==> config.mk <==
export PLATFORM = sky130hd
export DESIGN_NAME = branch_pc_unit_flat
export DESIGN_NICKNAME = d
export VERILOG_FILES = /design/src/rtl/branch_pc_unit_pkg.sv /design/src/rtl/branch_pc_unit_if.sv /design/src/rtl/branch_pc_unit_target_gen.sv /design/src/rtl/branch_pc_unit.sv /design/src/flat_wrapper.sv
export SDC_FILE = /design/constraint.sdc
export NUM_CORES = 1
export LEC_CHECK = 0
export CAP_MARGIN = 10
export CORE_ASPECT_RATIO = 1.75
export CORE_UTILIZATION = 45
export CTS_CLUSTER_DIAMETER = 40
export DETAILED_ROUTE_END_ITERATION = 8
export DONT_BUFFER_PORTS = 1
export PLACE_DENSITY = 0.57
export SYNTH_ARGS = -nofsm -noshare
export SYNTH_HDL_FRONTEND = slang
export SYNTH_SLANG_ARGS = --single-unit
==> constraint.sdc <==
create_clock -name clk -period 5.5 [get_ports clk]
set_input_delay 1.1 -clock clk [delete_from_list [all_inputs] [get_ports clk]]
set_output_delay 1.1 -clock clk [all_outputs]
set_load 0.01 [all_outputs]
==> src/rtl/branch_pc_unit_pkg.sv <==
// Shared datapath constants and the PC-stage state type for the RV32I core.
package RISCV_PKG;

    localparam int REG_WIDTH = 32;
    localparam logic [REG_WIDTH-1:0] PC_STEP = 32'd4;

    typedef enum logic [1:0] {
        BOOT,
        RUN,
        HALT
    } pc_state_t;

endpackage

==> src/rtl/branch_pc_unit_if.sv <==
// Fetch-address handshake between the PC stage and instruction memory.
interface branch_pc_unit_if;

    logic [RISCV_PKG::REG_WIDTH-1:0] PC;
    logic                            FetchValid;
    logic                            FetchReady;

    modport master (output PC, FetchValid, input FetchReady);
    modport slave  (input PC, FetchValid, output FetchReady);

endinterface

==> src/rtl/branch_pc_unit_target_gen.sv <==
// Control-flow target selection with JALR > JAL > branch priority and alignment check.
module branch_target_gen
    import RISCV_PKG::*;
(
    input  logic                 valid,
    input  logic                 branch,
    input  logic                 jump,
    input  logic                 jump_reg,
    input  logic                 one,
    input  logic [REG_WIDTH-1:0] alu_output,
    input  logic [REG_WIDTH-1:0] ex_pc,
    input  logic [REG_WIDTH-1:0] immediate,
    output logic                 taken,
    output logic [REG_WIDTH-1:0] target,
    output logic                 misaligned
);

    always_comb begin
        // NOTE: target gets a default before the override so no latch is inferred.
        target = ex_pc + immediate;
        if (jump_reg) begin
            target = alu_output & ~32'h1;
        end
    end

    assign taken      = valid & (jump_reg | jump | (branch & one));
    assign misaligned = taken & target[1];

endmodule

==> src/rtl/branch_pc_unit.sv <==
// Architectural PC register, BOOT/RUN/HALT sequencing and redirect/flush generation.
module branch_pc_unit
    import RISCV_PKG::*;
#(
    parameter logic [REG_WIDTH-1:0] RESET_PC = 32'h0000_0000
) (
    input  logic                    clk,
    input  logic                    rst_n,
    input  logic                    Valid,
    input  logic                    Branch,
    input  logic                    Jump,
    input  logic                    JumpReg,
    input  logic                    ONE,
    input  logic [REG_WIDTH-1:0]    ALUOutput,
    input  logic [REG_WIDTH-1:0]    ExPC,
    input  logic [REG_WIDTH-1:0]    Immediate,
    input  logic                    Stall,
    branch_pc_unit_if.master        fetch,
    output logic [REG_WIDTH-1:0]    LinkAddr,
    output logic                    Flush,
    output logic                    MisalignErr,
    output logic [REG_WIDTH-1:0]    BadAddr
);

    pc_state_t            state;
    logic [REG_WIDTH-1:0] pc_q;
    logic                 taken;
    logic                 misaligned;
    logic [REG_WIDTH-1:0] target;
    logic                 running;

    branch_target_gen u_target_gen (
        .valid      (Valid),
        .branch     (Branch),
        .jump       (Jump),
        .jump_reg   (JumpReg),
        .one        (ONE),
        .alu_output (ALUOutput),
        .ex_pc      (ExPC),
        .immediate  (Immediate),
        .taken      (taken),
        .target     (target),
        .misaligned (misaligned)
    );

    assign running     = (state == RUN);
    assign Flush       = running & taken;
    assign MisalignErr = running & misaligned;
    assign LinkAddr    = ExPC + PC_STEP;

    assign fetch.PC         = pc_q;
    assign fetch.FetchValid = running;

    // NOTE: rst_n is absent from the sensitivity list, so reset is synchronous;
    // all state uses non-blocking assignments so every register sees pre-edge values.
    always_ff @(posedge clk) begin
        if (!rst_n) begin
            state   <= BOOT;
            pc_q    <= RESET_PC;
            BadAddr <= '0;
        end else begin
            case (state)
                BOOT: state <= RUN;
                RUN: begin
                    if (taken) begin
                        // A redirect overrides stall and backpressure; misaligned targets halt fetch.
                        if (misaligned) begin
                            BadAddr <= target;
                            state   <= HALT;
                        end else begin
                            pc_q <= target;
                        end
                    end else if (fetch.FetchReady && !Stall) begin
                        pc_q <= pc_q + PC_STEP;
                    end
                end
                HALT:    state <= HALT;
                default: state <= BOOT;
            endcase
        end
    end

endmodule

==> src/flat_wrapper.sv <==
// flat-port wrapper written by rule: the top's interface ports become plain ports
module branch_pc_unit_flat import RISCV_PKG::*;
#(
    parameter logic [REG_WIDTH-1:0] RESET_PC = 32'h0000_0000
)
  (clk, rst_n, Valid, Branch, Jump, JumpReg, ONE, ALUOutput, ExPC, Immediate, Stall, LinkAddr, Flush, MisalignErr, BadAddr, fetch_PC, fetch_FetchValid, fetch_FetchReady);
  branch_pc_unit_if fetch_i ();
  input  logic clk;
  input  logic rst_n;
  input  logic Valid;
  input  logic Branch;
  input  logic Jump;
  input  logic JumpReg;
  input  logic ONE;
  input  logic [REG_WIDTH-1:0] ALUOutput;
  input  logic [REG_WIDTH-1:0] ExPC;
  input  logic [REG_WIDTH-1:0] Immediate;
  input  logic Stall;
  output logic [REG_WIDTH-1:0] LinkAddr;
  output logic Flush;
  output logic MisalignErr;
  output logic [REG_WIDTH-1:0] BadAddr;
  output wire logic [$bits(fetch_i.PC)-1:0] fetch_PC;
  output wire logic [$bits(fetch_i.FetchValid)-1:0] fetch_FetchValid;
  input wire logic [$bits(fetch_i.FetchReady)-1:0] fetch_FetchReady;
  assign fetch_PC = fetch_i.PC;
  assign fetch_FetchValid = fetch_i.FetchValid;
  assign fetch_i.FetchReady = fetch_FetchReady;
  branch_pc_unit #(.RESET_PC(RESET_PC)) u_core (.clk(clk), .rst_n(rst_n), .Valid(Valid), .Branch(Branch), .Jump(Jump), .JumpReg(JumpReg), .ONE(ONE), .ALUOutput(ALUOutput), .ExPC(ExPC), .Immediate(Immediate), .Stall(Stall), .fetch(fetch_i), .LinkAddr(LinkAddr), .Flush(Flush), .MisalignErr(MisalignErr), .BadAddr(BadAddr));
endmodule
Word level (Yosys, flattened, before mapping)
Cells that the tools add are included.
{ "totals": {"register_bits": 66, "latchBits": 0, "mem_bits_rw": 0, "mem_bits_ro": 0, "out_inout_bits": 99, "memories": 0} }
{ "op_classes": {"n_addsub": 3, "multipliers": 0, "div_mod_pow": 0, "n_lt_le_gt_ge": 0, "n_eq_ne": 5, "shifts": 0, "mux": 7, "bitwise": 7, "n_reduce_logical": 7} }
{ "ops": {"columns": ["cell", "count"], "rows": [
  ["two-way mux 32 bit", 4],
  ["adder 32 x 3 -> 32 bit, second input constant", 2],
  ["adder 32 bit", 1],
  ["case mux 2 bit (3 select lines)", 1],
  ["AND reduction 3 bit", 2],
  ["AND 1 bit", 5],
  ["two-way mux 2 bit", 2],
  ["!= test 2 x 1 -> 1 bit, second input constant", 2],
  ["equality test 2 x 1 -> 1 bit, second input constant", 1],
  ["equality test 2 bit, second input constant", 1],
  ["zero test 2 bit", 1],
  ["!= test 2 bit, second input constant", 1],
  ["bitwise OR 1 bit", 2],
  ["AND reduction 2 bit", 1],
  ["nonzero test 2 bit", 1],
  ["logical AND 1 bit", 1],
  ["zero test 1 bit", 1]
]} }

Longest topological paths before layout
{ "depth": {"ltp_word": 7, "mapped_depth": 12} }

Hierarchy
From an unflattened synthesis, not the netlist that was laid out.
{ "unflattened": {"hier_cells": 859, "area_unflattened_um2": 6154.7} }
{ "modules_own_cells": {"columns": ["mod", "instances", "cells_per_inst", "area_each_um2", "seq_area_each_um2"], "rows": [
  ["branch_pc_unit", 1, 521, 3967.6, 1321.3],
  ["branch_target_gen", 1, 338, 2187.1, 0.0]
]} }

Worst setup path after synthesis
Ideal clock, no wire load.
{ "synth_timing": {"path_type": "input to output", "start": "input port ExPC[0]", "end": "output port MisalignErr", "arrival_time_ns": 2.532, "path_slack_ns": 1.868, "cell_stages": 8, "n_path_buf": 1, "cell_sequence": "ha_1 > inv_1 > fa_1 > nor2b_1 > nor2_1 > nand2_1 > inv_2 > buf_1"} }
{ "synth_via": {"elab_chain_len": 4} }
{ "synth_rtl": {"columns": ["item", "line_no", "rtl"], "rows": [
  ["start: declaration", "flat_wrapper.sv:16", "input logic [REG_WIDTH-1:0] ExPC;"],
  ["adder 32 bit", "branch_pc_unit_target_gen.sv:20", "target = ex_pc + immediate;"],
  ["two-way mux 32 bit", "branch_pc_unit_target_gen.sv:21", "if (jump_reg) begin"],
  ["AND 1 bit", "branch_pc_unit_target_gen.sv:27", "assign misaligned = taken & target[1];"],
  ["AND 1 bit", "branch_pc_unit.sv:48", "assign MisalignErr = running & misaligned;"],
  ["end: declaration", "flat_wrapper.sv:21", "output logic MisalignErr;"]
]} }
Every way passes these cells.

Worst setup path in the final report
{ "layout_timing": {"start": "input port ExPC[4]", "end": "output port LinkAddr[30]"} }
{ "layout_via": {"elab_chain_len": 1} }
{ "layout_rtl": {"columns": ["item", "line_no", "rtl"], "rows": [
  ["adder 32 x 3 -> 32 bit", "branch_pc_unit.sv:49", "assign LinkAddr = ExPC + PC_STEP;"],
  ["end: declaration", "flat_wrapper.sv:19", "output logic [REG_WIDTH-1:0] LinkAddr;"]
]} }
Every way passes these cells.

==> impl_results.md <==
* EDFF count, synth at 0
* Detailed Route Iter0 Violations at around 330
* Min cycle time layout at 3.882 ns
* IO Pins at around 200
* Hold Fails Final Rpt at 0
* Avg Inst Size Synth at a little over 7 um2
* Setup TNS at 0 ns
* Detail Placement HPWL at approximately 15 mm
* Crit-path leading delay family: simple AND/OR/NAND/NOR gates
* Layout Area Growth over Synthesis at 6.161%
* Area of the mapped netlist at 5889 um2
* Placement Setup Slack at 1.635 ns
* Fin crit share at 0.7057
* Core area at 12870 um2
* WS Path Type: input port to primary output
* DRC errors left at 0
* Filler Cell Count at roughly 1400
* Crit. path cell count at 6
* Total power at approximately 1.7 mW
* Slew Viols, Final at 0
* Initial Util at 0.4577
* Die Height at ~150 um
* Hold Path Cell Cnt at 2
* LEAKAGE at roughly 2.3 nW
* Largest net degree at the start of global routing at 60
* Vias in the first global route at 6019
* NumNets Final at around 940
* Critical path startpoint category: input port
* Synthesized net count at 966
* Antenna viol nets, final at 0
* Rows at 55
* Clk pin slew, worst setup/hold paths at around 0.060 ns
* Synth warn at 0
* Crit end category: primary output
* First-pass GRT wire length at about 29 mm
* Total CTS buffers at 9
* Crit-path most repeated cell: nand4_1
* Number of buffers added on ports at 0
* Drt wl/cell at 19.50 um
* Ys async rst share at 0
* Buf+Inv Stages, Crit Path at 0
* Post-CTS Hold Fix Bufs at 0
* Die W at ~88 um
* FMAX at 257.6 MHz
* GRT Overall Usage at 0.2771
* Max Cap Viol at 0
* Number of diodes at 0
* Worst slew pin tran at slightly above 1 ns
* Status: complete, no violations
* RSZ-0062 raised after global routing: false
* Wire length after detailed routing at 19.00 mm
* Final worst slack at roughly 1.6 ns
* Syn Inst Count at ~830
* Clk_skew at about 0.0052 ns
* Initial antenna violation count at 0
* Vias per inst at 6.259
* Post-CTS setup buffer count at 0
* Drt first pass iters at 7
* Grt ovf at 0
* Req. time, crit path at 4.40 ns
* CTS tree: built
* Register bit total from synthesis at 66
* Peak supply drop at about 0.00014 V
* Die area at around 14000 um2
* CTS H-tree depth at 3
* Layout cells sized above 1 at 0.04359
* Root Buffer Master: clkbuf_16
* CTS max path bufs at 2
* Worst-Skew Late Latency at roughly 0.33 ns
* Crit-path cells: and4_1 -> nand4_1 -> nor2_1 -> and3_1 -> nand4_1 -> xnor2_1
* CTS Sinks at 66
* Distinct cells, synth at 74
* Post-CTS sizing at 0
* GP Congestion at between 0.9 and 1
* CP peak stage delay at around 0.53 ns
* CP arrival at about 2.8 ns
* Pwr Density at between 200 and 300 nW/um2
* FF-to-FF path depth at 9
* Crit-path max FO at 7
* Max_slew headroom at 0.3093
* Final setup viols at 0
* Sequential fraction of the synthesis area at 0.2243
* HP Class: flip-flop to flip-flop
* DR vias at between 6000 and 7000
* Ys flop type: dfxtp_1
* CP max stage cell: nor2_1
[cells in the final DEF (no fill, tap or decap), types with 7 or more instances in the layout]
master      n
buf_4       7
and2_1     10
nand3_1    38
mux2i_1    10
nor2_1     81
a31oi_1    18
nand2_1    95
o21ai_0    71
nand4_1    20
xor2_1     20
xnor2_1    35
clkbuf_16   9
inv_1      21
o22ai_1     9
dfxtp_1    66
ha_1       35
nor3_1     23
a211oi_1    9
a21o_1     12
and3_1     11
nor2b_1     8
a21oi_1    74
o211ai_1   11
[final timing paths]
check / startpoint / to / slack [ns]
setup reg to reg: u_core.fetch.PC[2] / u_core.fetch.PC[28] / 2.85
hold / removal: u_core.BadAddr[8] / u_core.BadAddr[8] / 0.52
hold reg to reg: u_core.BadAddr[8] / u_core.BadAddr[8] / 0.52
setup / recovery: ExPC[4] / LinkAddr[30] / 1.62
[synthesized netlist by cell type (3+ instances only)]
library cell / number / area share
nand2_1: 95 / 0.061
nor2_1: 82 / 0.052
a21oi_1: 74 / 0.063
o21ai_0: 71 / 0.060
dfxtp_1: 66 / 0.22
nand3_1: 38 / 0.032
ha_1: 35 / 0.074
xnor2_1: 35 / 0.052
clkbuf_1: 33 / 0.021
nor3_1: 23 / 0.020
inv_1: 21 / 0.013
nand4_1: 20 / 0.021
xor2_1: 20 / 0.030
a31oi_1: 18 / 0.019
a21o_1: 12 / 0.015
and3_1: 11 / 0.012
o211ai_1: 11 / 0.014
and2_1: 10 / 0.011
mux2i_1: 10 / 0.017
a211oi_1: 9 / 0.011
o22ai_1: 9 / 0.0096
nor2b_1: 8 / 0.0085
nand2b_1: 6 / 0.0064
o21a_1: 6 / 0.0076
or3_1: 6 / 0.0064
a221oi_1: 5 / 0.0074
buf_2: 5 / 0.0042
buf_4: 5 / 0.0064
o21ai_1: 5 / 0.0042
o21bai_1: 5 / 0.0064
and4_1: 4 / 0.0059
a22oi_1: 3 / 0.0038
a311oi_1: 3 / 0.0045
a41oi_1: 3 / 0.0045
nor3b_1: 3 / 0.0038
nor4_1: 3 / 0.0032
o211a_1: 3 / 0.0051
or4_1: 3 / 0.0038
[worst register-to-register path, delay by kind of cell, from the launching register on]
kind | cells | cell delay, ns
AND/OR/NAND/NOR | 4 | 1.30
flip-flops | 1 | 0.47
AO/OA/AOI/OAI | 4 | 0.51
adder cells (fa/ha/maj) | 1 | 0.23
[power breakdown]
| group | switching (mW) | internal (mW) | total, mW |
|---|---|---|---|
| Combinational | 0.336 | 0.198 | 0.534 |
| Clock | 0.211 | 0.349 | 0.560 |
| Sequential | 0.0792 | 0.532 | 0.611 |
[sequential cells by signal, indices dropped and copies added, names as in the netlist]
signal           count
u_core.BadAddr      32
u_core.fetch.PC     32
u_core.state         2
[cell type report]
type	count	area [um2]	share of cell area
inverters	23	86.33	0.01381
clock inverters	5	55.05	0.008805
repair buffers	7	52.55	0.008405
clock buffers	11	232.7	0.03722
well taps	171	214.0	0.03422
multi-input cells	691	4290	0.6862
flip-flops and latches	66	1321	0.2113
[routing by layer]
metal,vias up,global-route usage,routed length (um)
li1,2978,-,-
met1,2838,0.3118,7419
met2,237,0.4773,9475
met3,43,0.06803,1411
met4,0,0.1283,691
met5,-,0,0
[metrics by stage]
stage	cells	hold WS (ns)	utilization	cell area [um2]
6_report	974	0.5158	0.4859	6252
2_1_floorplan	825	0.4805	-	5889
3_3_place_gp	958	0.4979	0.4635	5964
3_5_place_dp	958	0.5106	0.4635	5964
4_1_cts	974	0.5182	0.4859	6252
5_1_grt	974	0.5345	0.4859	6252
[cell families (layout without fill, tap and decap cells)]
| logic type | Yosys count | after routing | synth area share |
|---|---|---|---|
| AO/OA/AOI/OAI | 269 | 269 | 0.2904 |
| AND/OR/NAND/NOR | 321 | 321 | 0.2611 |
| flip-flops | 66 | 66 | 0.2243 |
| multiplexers | 10 | 10 | 0.01700 |
| buffers and inverters | 68 | 46 | 0.04759 |
| XOR/XNOR | 55 | 55 | 0.08179 |
| adder cells (fa/ha/maj) | 36 | 36 | 0.07776 |
(Power assumes the default switching activity.)
